$ cat config.mk
export PLATFORM = sky130hd
export DESIGN_NAME = i2c_slave_rx
export DESIGN_NICKNAME = d
export VERILOG_FILES = /design/src/rtl/i2c_slave_rx.sv
export SDC_FILE = /design/constraint.sdc
export NUM_CORES = 1
export LEC_CHECK = 0
export BUFFER_PORTS_ARGS = -buffer_cell sky130_fd_sc_hd__buf_4
export CAP_MARGIN = 20
export CORE_MARGIN = 2
export CORE_UTILIZATION = 56
export DETAILED_ROUTE_END_ITERATION = 8
export HOLD_SLACK_MARGIN = 0.12
export PLACE_DENSITY = 0.78
export REMOVE_ABC_BUFFERS = 1
export SLEW_MARGIN = 15
export SYNTH_ARGS = -nofsm -noshare
export SYNTH_HDL_FRONTEND = slang
export SYNTH_SLANG_ARGS = --single-unit
$ cat constraint.sdc
create_clock -name i2c_wb_clk_i -period 2.53 [get_ports i2c_wb_clk_i]
set_clock_uncertainty 0.05 [all_clocks]
set_input_delay 0.1265 -clock i2c_wb_clk_i [delete_from_list [all_inputs] [get_ports i2c_wb_clk_i]]
set_output_delay 0.1265 -clock i2c_wb_clk_i [all_outputs]
set_load 0.01 [all_outputs]
$ cat src/rtl/i2c_slave_rx.sv
// I2C slave front end: oversamples SCL/SDA on the system clock, ACKs SLAVE_ADDR,
// delivers written bytes on a valid/ready port and returns read bytes from a second one.
module i2c_slave_rx #(
  parameter logic [6:0] SLAVE_ADDR = 7'h42
) (
  input  logic       i2c_wb_clk_i,
  input  logic       i2c_wb_rst_i,
  input  logic       scl_i,
  input  logic       sda_i,
  output logic       sda_oe_o,
  output logic [7:0] rx_data_o,
  output logic       rx_valid_o,
  input  logic       rx_ready_i,
  output logic       rx_first_o,
  input  logic [7:0] tx_data_i,
  input  logic       tx_valid_i,
  output logic       tx_ready_o,
  output logic       busy_o,
  output logic       overrun_o
);

  // Handshakes: a byte moves on any cycle where valid & ready are both high.
  // rx_valid_o holds its byte until taken; tx_ready_o is a one-cycle pulse.
  typedef enum logic [2:0] {
    S_IDLE, S_ADDR, S_ADDR_ACK, S_WR_DATA, S_WR_ACK, S_RD_DATA, S_RD_ACK, S_IGNORE
  } state_e;

  state_e     state_q;
  logic       scl_m_q, scl_s_q, scl_h_q;
  logic       sda_m_q, sda_s_q, sda_h_q;
  logic [7:0] shreg_q;
  logic [2:0] cnt_q;
  logic       phase_q, rw_q, ack_q, first_q;
  logic       sda_oe_q, rx_valid_q, rx_first_q, tx_ready_q, busy_q, overrun_q;
  logic [7:0] rx_data_q;

  logic       scl_rise, scl_fall, start_det, stop_det;
  logic [7:0] rx_byte_d, load_byte_d;

  always_ff @(posedge i2c_wb_clk_i) begin
    if (i2c_wb_rst_i) begin
      scl_m_q <= 1'b1; scl_s_q <= 1'b1; scl_h_q <= 1'b1;
      sda_m_q <= 1'b1; sda_s_q <= 1'b1; sda_h_q <= 1'b1;
    end else begin
      scl_m_q <= scl_i;   scl_s_q <= scl_m_q; scl_h_q <= scl_s_q;
      sda_m_q <= sda_i;   sda_s_q <= sda_m_q; sda_h_q <= sda_s_q;
    end
  end

  assign scl_rise    = scl_s_q & ~scl_h_q;
  assign scl_fall    = ~scl_s_q & scl_h_q;
  assign start_det   = scl_s_q & scl_h_q & sda_h_q & ~sda_s_q;
  assign stop_det    = scl_s_q & scl_h_q & ~sda_h_q & sda_s_q;
  assign rx_byte_d   = {shreg_q[6:0], sda_s_q};
  // With nothing offered by the SPI side the master reads all ones (released bus).
  assign load_byte_d = tx_valid_i ? tx_data_i : 8'hFF;

  always_ff @(posedge i2c_wb_clk_i) begin
    if (i2c_wb_rst_i) begin
      state_q    <= S_IDLE;
      shreg_q    <= 8'h00;
      cnt_q      <= 3'd0;
      phase_q    <= 1'b0;
      rw_q       <= 1'b0;
      ack_q      <= 1'b0;
      first_q    <= 1'b0;
      sda_oe_q   <= 1'b0;
      rx_data_q  <= 8'h00;
      rx_valid_q <= 1'b0;
      rx_first_q <= 1'b0;
      tx_ready_q <= 1'b0;
      busy_q     <= 1'b0;
      overrun_q  <= 1'b0;
    end else begin
      tx_ready_q <= 1'b0;
      if (rx_valid_q && rx_ready_i) rx_valid_q <= 1'b0;
      if (start_det) begin
        state_q  <= S_ADDR;
        cnt_q    <= 3'd0;
        phase_q  <= 1'b0;
        sda_oe_q <= 1'b0;
        busy_q   <= 1'b1;
      end else if (stop_det) begin
        state_q  <= S_IDLE;
        sda_oe_q <= 1'b0;
        busy_q   <= 1'b0;
      end else begin
        case (state_q)
          S_IDLE: ;
          S_ADDR: if (scl_rise) begin
            shreg_q <= rx_byte_d;
            cnt_q   <= cnt_q + 3'd1;
            if (cnt_q == 3'd7) begin
              rw_q    <= sda_s_q;
              phase_q <= 1'b0;
              state_q <= (shreg_q[6:0] == SLAVE_ADDR) ? S_ADDR_ACK : S_IGNORE;
            end
          end
          S_ADDR_ACK: if (scl_fall) begin
            if (!phase_q) begin
              sda_oe_q <= 1'b1;
              phase_q  <= 1'b1;
            end else if (!rw_q) begin
              sda_oe_q <= 1'b0;
              cnt_q    <= 3'd0;
              first_q  <= 1'b1;
              state_q  <= S_WR_DATA;
            end else begin
              shreg_q    <= load_byte_d;
              tx_ready_q <= tx_valid_i;
              sda_oe_q   <= ~load_byte_d[7];
              cnt_q      <= 3'd0;
              state_q    <= S_RD_DATA;
            end
          end
          S_WR_DATA: if (scl_rise) begin
            shreg_q <= rx_byte_d;
            cnt_q   <= cnt_q + 3'd1;
            if (cnt_q == 3'd7) begin
              first_q <= 1'b0;
              phase_q <= 1'b0;
              state_q <= S_WR_ACK;
              if (!rx_valid_q) begin
                rx_data_q  <= rx_byte_d;
                rx_valid_q <= 1'b1;
                rx_first_q <= first_q;
                ack_q      <= 1'b1;
              end else begin
                overrun_q <= 1'b1;
                ack_q     <= 1'b0;
              end
            end
          end
          S_WR_ACK: if (scl_fall) begin
            if (!phase_q) begin
              sda_oe_q <= ack_q;
              phase_q  <= 1'b1;
            end else begin
              sda_oe_q <= 1'b0;
              cnt_q    <= 3'd0;
              state_q  <= S_WR_DATA;
            end
          end
          S_RD_DATA: if (scl_fall) begin
            if (cnt_q == 3'd7) begin
              sda_oe_q <= 1'b0;
              phase_q  <= 1'b0;
              state_q  <= S_RD_ACK;
            end else begin
              shreg_q  <= {shreg_q[6:0], 1'b0};
              sda_oe_q <= ~shreg_q[6];
              cnt_q    <= cnt_q + 3'd1;
            end
          end
          S_RD_ACK: begin
            if (!phase_q && scl_rise) begin
              if (sda_s_q) state_q <= S_IGNORE;
              else         phase_q <= 1'b1;
            end else if (phase_q && scl_fall) begin
              shreg_q    <= load_byte_d;
              tx_ready_q <= tx_valid_i;
              sda_oe_q   <= ~load_byte_d[7];
              cnt_q      <= 3'd0;
              state_q    <= S_RD_DATA;
            end
          end
          S_IGNORE: sda_oe_q <= 1'b0;
          default:  state_q  <= S_IDLE;
        endcase
      end
    end
  end

  assign sda_oe_o   = sda_oe_q;
  assign rx_data_o  = rx_data_q;
  assign rx_valid_o = rx_valid_q;
  assign rx_first_o = rx_first_q;
  assign tx_ready_o = tx_ready_q;
  assign busy_o     = busy_q;
  assign overrun_o  = overrun_q;

endmodule

Word level (Yosys, flattened, before mapping)

Cells that the tools add are included.
W data, S select, Z words.

Flip-flop bits (word level): 37

Add/subtract/negate cells: 1
Multiplexer cells: 75
Reductions and logical operators: 26
Equality and inequality tests: 43
Bitwise operators: 16

Operators with widths:

| operator             | number |
|---|---|
| $mux W3              | 22 |
| $mux W7              | 8 |
| $ne A4 B4 Y1 const B | 10 |
| $mux W1              | 37 |
| $ne A2 B2 Y1 const B | 17 |
| $pmux W7 S4          | 1 |
| $reduce_and A13 Y1   | 2 |
| $pmux W3 S6          | 1 |
| $reduce_and A6 Y1    | 3 |
| $eq A3 B3 Y1 const B | 5 |
| $pmux W3 S4          | 1 |
| $reduce_and A11 Y1   | 1 |
| $ne A5 B5 Y1 const B | 2 |
| $reduce_and A5 Y1    | 2 |
| $not A1 Y1           | 9 |
| $reduce_and A9 Y1    | 1 |
| $mux W8              | 1 |
| $reduce_and A8 Y1    | 1 |
| $reduce_bool A4 Y1   | 2 |
| $reduce_bool A8 Y1   | 1 |
| $and A1 B1 Y1        | 7 |
| $eq A7 B7 Y1 const B | 1 |
| $reduce_and A7 Y1    | 1 |
| $eq A3 B2 Y1 const B | 2 |
| 14 further kinds     | 23 |

Longest topological paths before layout

Word-level depth: 8
Depth in mapped cells: 7
Mapped depth without buffers: 7

Worst setup path before layout

OpenSTA, ideal clock, no wires.

Path type: register -> register
Start: reg cnt_q[0]
End: reg shreg_q[6]
Cell stages (with the launch flop): 8
Path buffers: 0
Path slack: 532 ps
Arrival: 1,820 ps
Cell sequence: dfxtp_1 > ha_1 > ha_1 > and4bb_1 > o21bai_2 > a221oi_4 > mux2i_1 > nor2_1

Word-level cells in the longest chain between the ends: 3

RTL lines:

| item                                | line | text |
|---|---|---|
| start: declaration                  | 32   | `logic [2:0] cnt_q;` |
| start signal: assignment            | 92   | `cnt_q <= cnt_q + 3'd1;` |
| start signal: assignment            | 118  | `cnt_q <= cnt_q + 3'd1;` |
| start signal: assignment            | 152  | `cnt_q <= cnt_q + 3'd1;` |
| $eq A3 B3 Y1                        | 145  | `if (cnt_q == 3'd7) begin` |
| $ne A2 B2 Y1 (no source line)       | --   |  |
| $reduce_and A11 Y1 (no source line) | --   |  |
| end signal: assignment              | 117  | `shreg_q <= rx_byte_d;` |
| end signal: assignment              | 150  | `shreg_q <= {shreg_q[6:0], 1'b0};` |
| end signal: assignment              | 160  | `shreg_q <= load_byte_d;` |
| end: declaration                    | 31   | `logic [7:0] shreg_q;` |

No other way between the ends.
A chain may end at the register's enable or synchronous reset.

Worst setup path after layout

Start: reg state_q[0]
End: reg rx_valid_q, in the netlist rx_valid_o

Word-level cells in the longest chain between the ends: 4

RTL lines:

| item                     | line | text |
|---|---|---|
| start: declaration       | 28   | `state_e state_q;` |
| start signal: assignment | 96   | `state_q <= (shreg_q[6:0] == SLAVE_ADDR) ? S_ADDR_ACK : S_IGNORE;` |
| $eq A3 B2 Y1             | 88   | `case (state_q)` |
| $mux W1                  | 88   |  |
| $mux W1                  | 83   | `end else if (stop_det) begin` |
| $mux W1                  | 77   | `if (start_det) begin` |
| end signal: assignment   | 69   | `rx_valid_q <= 1'b0;` |
| end signal: assignment   | 76   | `if (rx_valid_q && rx_ready_i) rx_valid_q <= 1'b0;` |
| end signal: assignment   | 125  | `rx_valid_q <= 1'b1;` |
| end: declaration         | 34   | `logic sda_oe_q, rx_valid_q, rx_first_q, tx_ready_q, busy_q, overrun_q;` |

No other way between the ends.

==> impl_metrics.ini <==
[global_routing]
grtUsageMet3_pct = 6.786
met2_usage_pct = 36.32
grt_max_degree = 33
grt_pass1_vias = 1639
grt-ovfl-total = 0
grt_usage_pct = 22.00
met1_usage_pct = 26.22
grt-busiest-layer = met2
antenna_found_initial = 0
grt_pass1_wl_um = 6996

[timing]
drv_slew = 0
setup-violations-final = 0
hold_viol = 0
rsz0062_at_grt = no
final.setup.tns_ps = 0
slew_headroom_pct = 52.34
worst_slack_ps = 208.1
finalCriticalPeriod_ps = 2322
fin_hold_ws_ps = 150.0
worst_pin_slew_ps = 713.9
max_freq_ghz = 0.4307
period_share_pct = 91.77

[synth]
synth-compound-area-share_pct = 15.98
synth.area.top_cells = dfxtp_1, mux2i_1, nor2_1
synth_cells = 225
synth_most_common_cell = dfxtp_1
synth_seq_cells = 37
synthArstFlopShare_pct = 0
synth_cell_types = 56
yosysWarningCount = 0
synthXorXnorAreaFrac_pct = 0.4405
synth_mux_area_share_pct = 10.32
yosysTopAreaCellShare_pct = 37.26
yosys-top-cells-count = dfxtp_1, nor2_1, mux2i_1, a21oi_1, nand2_1
synth_area_per_cell_um2 = 8.836
synth-simple-area-share_pct = 30.27
synth_ff_type = dfxtp_1
synth_top_family_by_area = simple AND/OR/NAND/NOR gates
ys_seq_area_share_pct = 37.26
synth_fa_ha_area_share_pct = 1.259
syn_area_um2 = 1988
yosys.area.top_type = dfxtp_1
synth_edf_count = 0

[routing]
drcViolationCount = 0
firstDrtPassIters = 4
vias = 1724
postRouteAntennaNets = 0
first_iter_violations = 120
via_per_inst = 5.747
wl_per_cell_um = 13.69
wl_um = 4107

[status]
status = finished clean

[cts]
cts_buffers = 5
cts_tree = yes
clk_path_buf_depth = 2
htree_levels = 2
clkLatencyLatePin_ps = 340
cts.repair.resized = 0
cts_sinks = 37
cts-root-buf = clkbuf_4
path_clk_slew_ps = 110

[die]
die_x_um = 63.59
io_pins = 28
die_area_um2 = 4043
core-area_um2 = 3363
start_util_pct = 59.11
rows = 21
die_y_um = 63.59

[finish]
final_layout_size_suffix_gt1_share_pct = 21.65
finalNonFillerCells = 300
area_growth_pct = 16.24
final_net_count = 269
fin_util_pct = 68.71
diodes = 0

[setup_path]
cpLargestDelayFamily = buffers and inverters
crit_chain = nand3_1 -> nor3_1 -> buf_4 -> a21oi_1 -> nor2_1 -> dlygate4sd3_1
max_stage_delay_ps = 780
path_buf_inv = 2
crit_fanout = 21
worstPathArrival_ps = 2560
start_kind = flip-flop
cp.required_ps = 2770
end_kind = flip-flop
critPathSlowestCell = dfxtp_1
critical_path_class = flip-flop to flip-flop

[placement]
place_hpwl_um = 2873
dp_slack_ps = 335.6
place_congestion = 0.8778
dp_cells = 285
port_buffers = 27

[power]
power.density_nw_per_um2 = 679.1
leakagePower_uw = 0.0008762
vdd_ir_drop_max_uv = 429.4

[run]
drv_cap = 0

[hold_path]
min_path_type = primary input to flip-flop
-- repair_timing --
| item | in CTS | in global routing |
|---|---|---|
| setup buffers | 0 | 0 |
| hold endpoints to repair | 25 | 0 |
| hold buffers | 7 | 0 |
-- layer usage --
| layer | share of wire, % | routed length [um] |
|---|---|---|
| met1 | 46 | 1876 |
| met2 | 48 | 1990 |
| met3 | 5.1 | 210 |
| met4 | 0.73 | 30 |
| met5 | 0 | 0 |
-- worst min-delay path, cell delays in order --
cell,delay [ps]
buf_4,80
nor2b_1,30
o21ai_0,130
mux2i_1,70
nor2_1,70
-- logic make-up (layout without fill, tap and decap cells) --
logic type / after synthesis / count (layout)
compound gates: 45 / 45
simple gates: 102 / 102
mux: 20 / 20
buf+inv: 18 / 47
fa+ha+maj: 2 / 2
flops: 37 / 37
xor+xnor: 1 / 1
-- registers in the layout (all words and copies together), names as in the netlist, 3 cells and up --
register / flops
cnt_q: 3
rx_data_o: 8
shreg_q: 7
state_q: 3
-- cell type report --
type,count,area [um2]
clock inverter,3,17.52
multi-input combinational,170,1159
timing repair buffer,36,287.8
fill,299,1052
tap,46,57.56
sequential,37,740.7
inverter,3,11.26
clock buffer,5,37.54
-- through the flow --
stage	power [uW]	instance area (um2)
2_1_floorplan	1133	1911
3_3_place_gp	1261	2186
3_5_place_dp	1274	2186
4_1_cts	1585	2311
5_1_grt	1686	2311
6_report	1569	2311
-- final timing paths --
check                                   from         end  slack, ps  cells after the start
worst max-delay path              state_q[0]  rx_valid_o        210                      6
worst min-delay path            tx_data_i[1]  shreg_q[1]        150                      5
worst max register to register    state_q[0]  rx_valid_o        210                      6
worst min register to register       scl_m_q     scl_s_q        370                      1
-- power by group --
group	total (uW)	switching (uW)	internal [uW]
Combinational	514	259	256
Clock	300	195	105
Sequential	755	113	642
-- cells in the final DEF (no fill, tap or decap), drive strengths merged, types with 3 or more instances in the layout --
cell	instances
dfxtp	37
nor2	31
buf	29
mux2i	19
a21oi	13
nand2	10
o21ai	10
nor2b	9
or2	7
nand3b	7
dlygate4sd3	7
nor3	7
nand2b	6
nor3b	5
clkbuf	5
a211oi	3
inv	3
No activity file was read; power rests on OpenSTA's default activity.
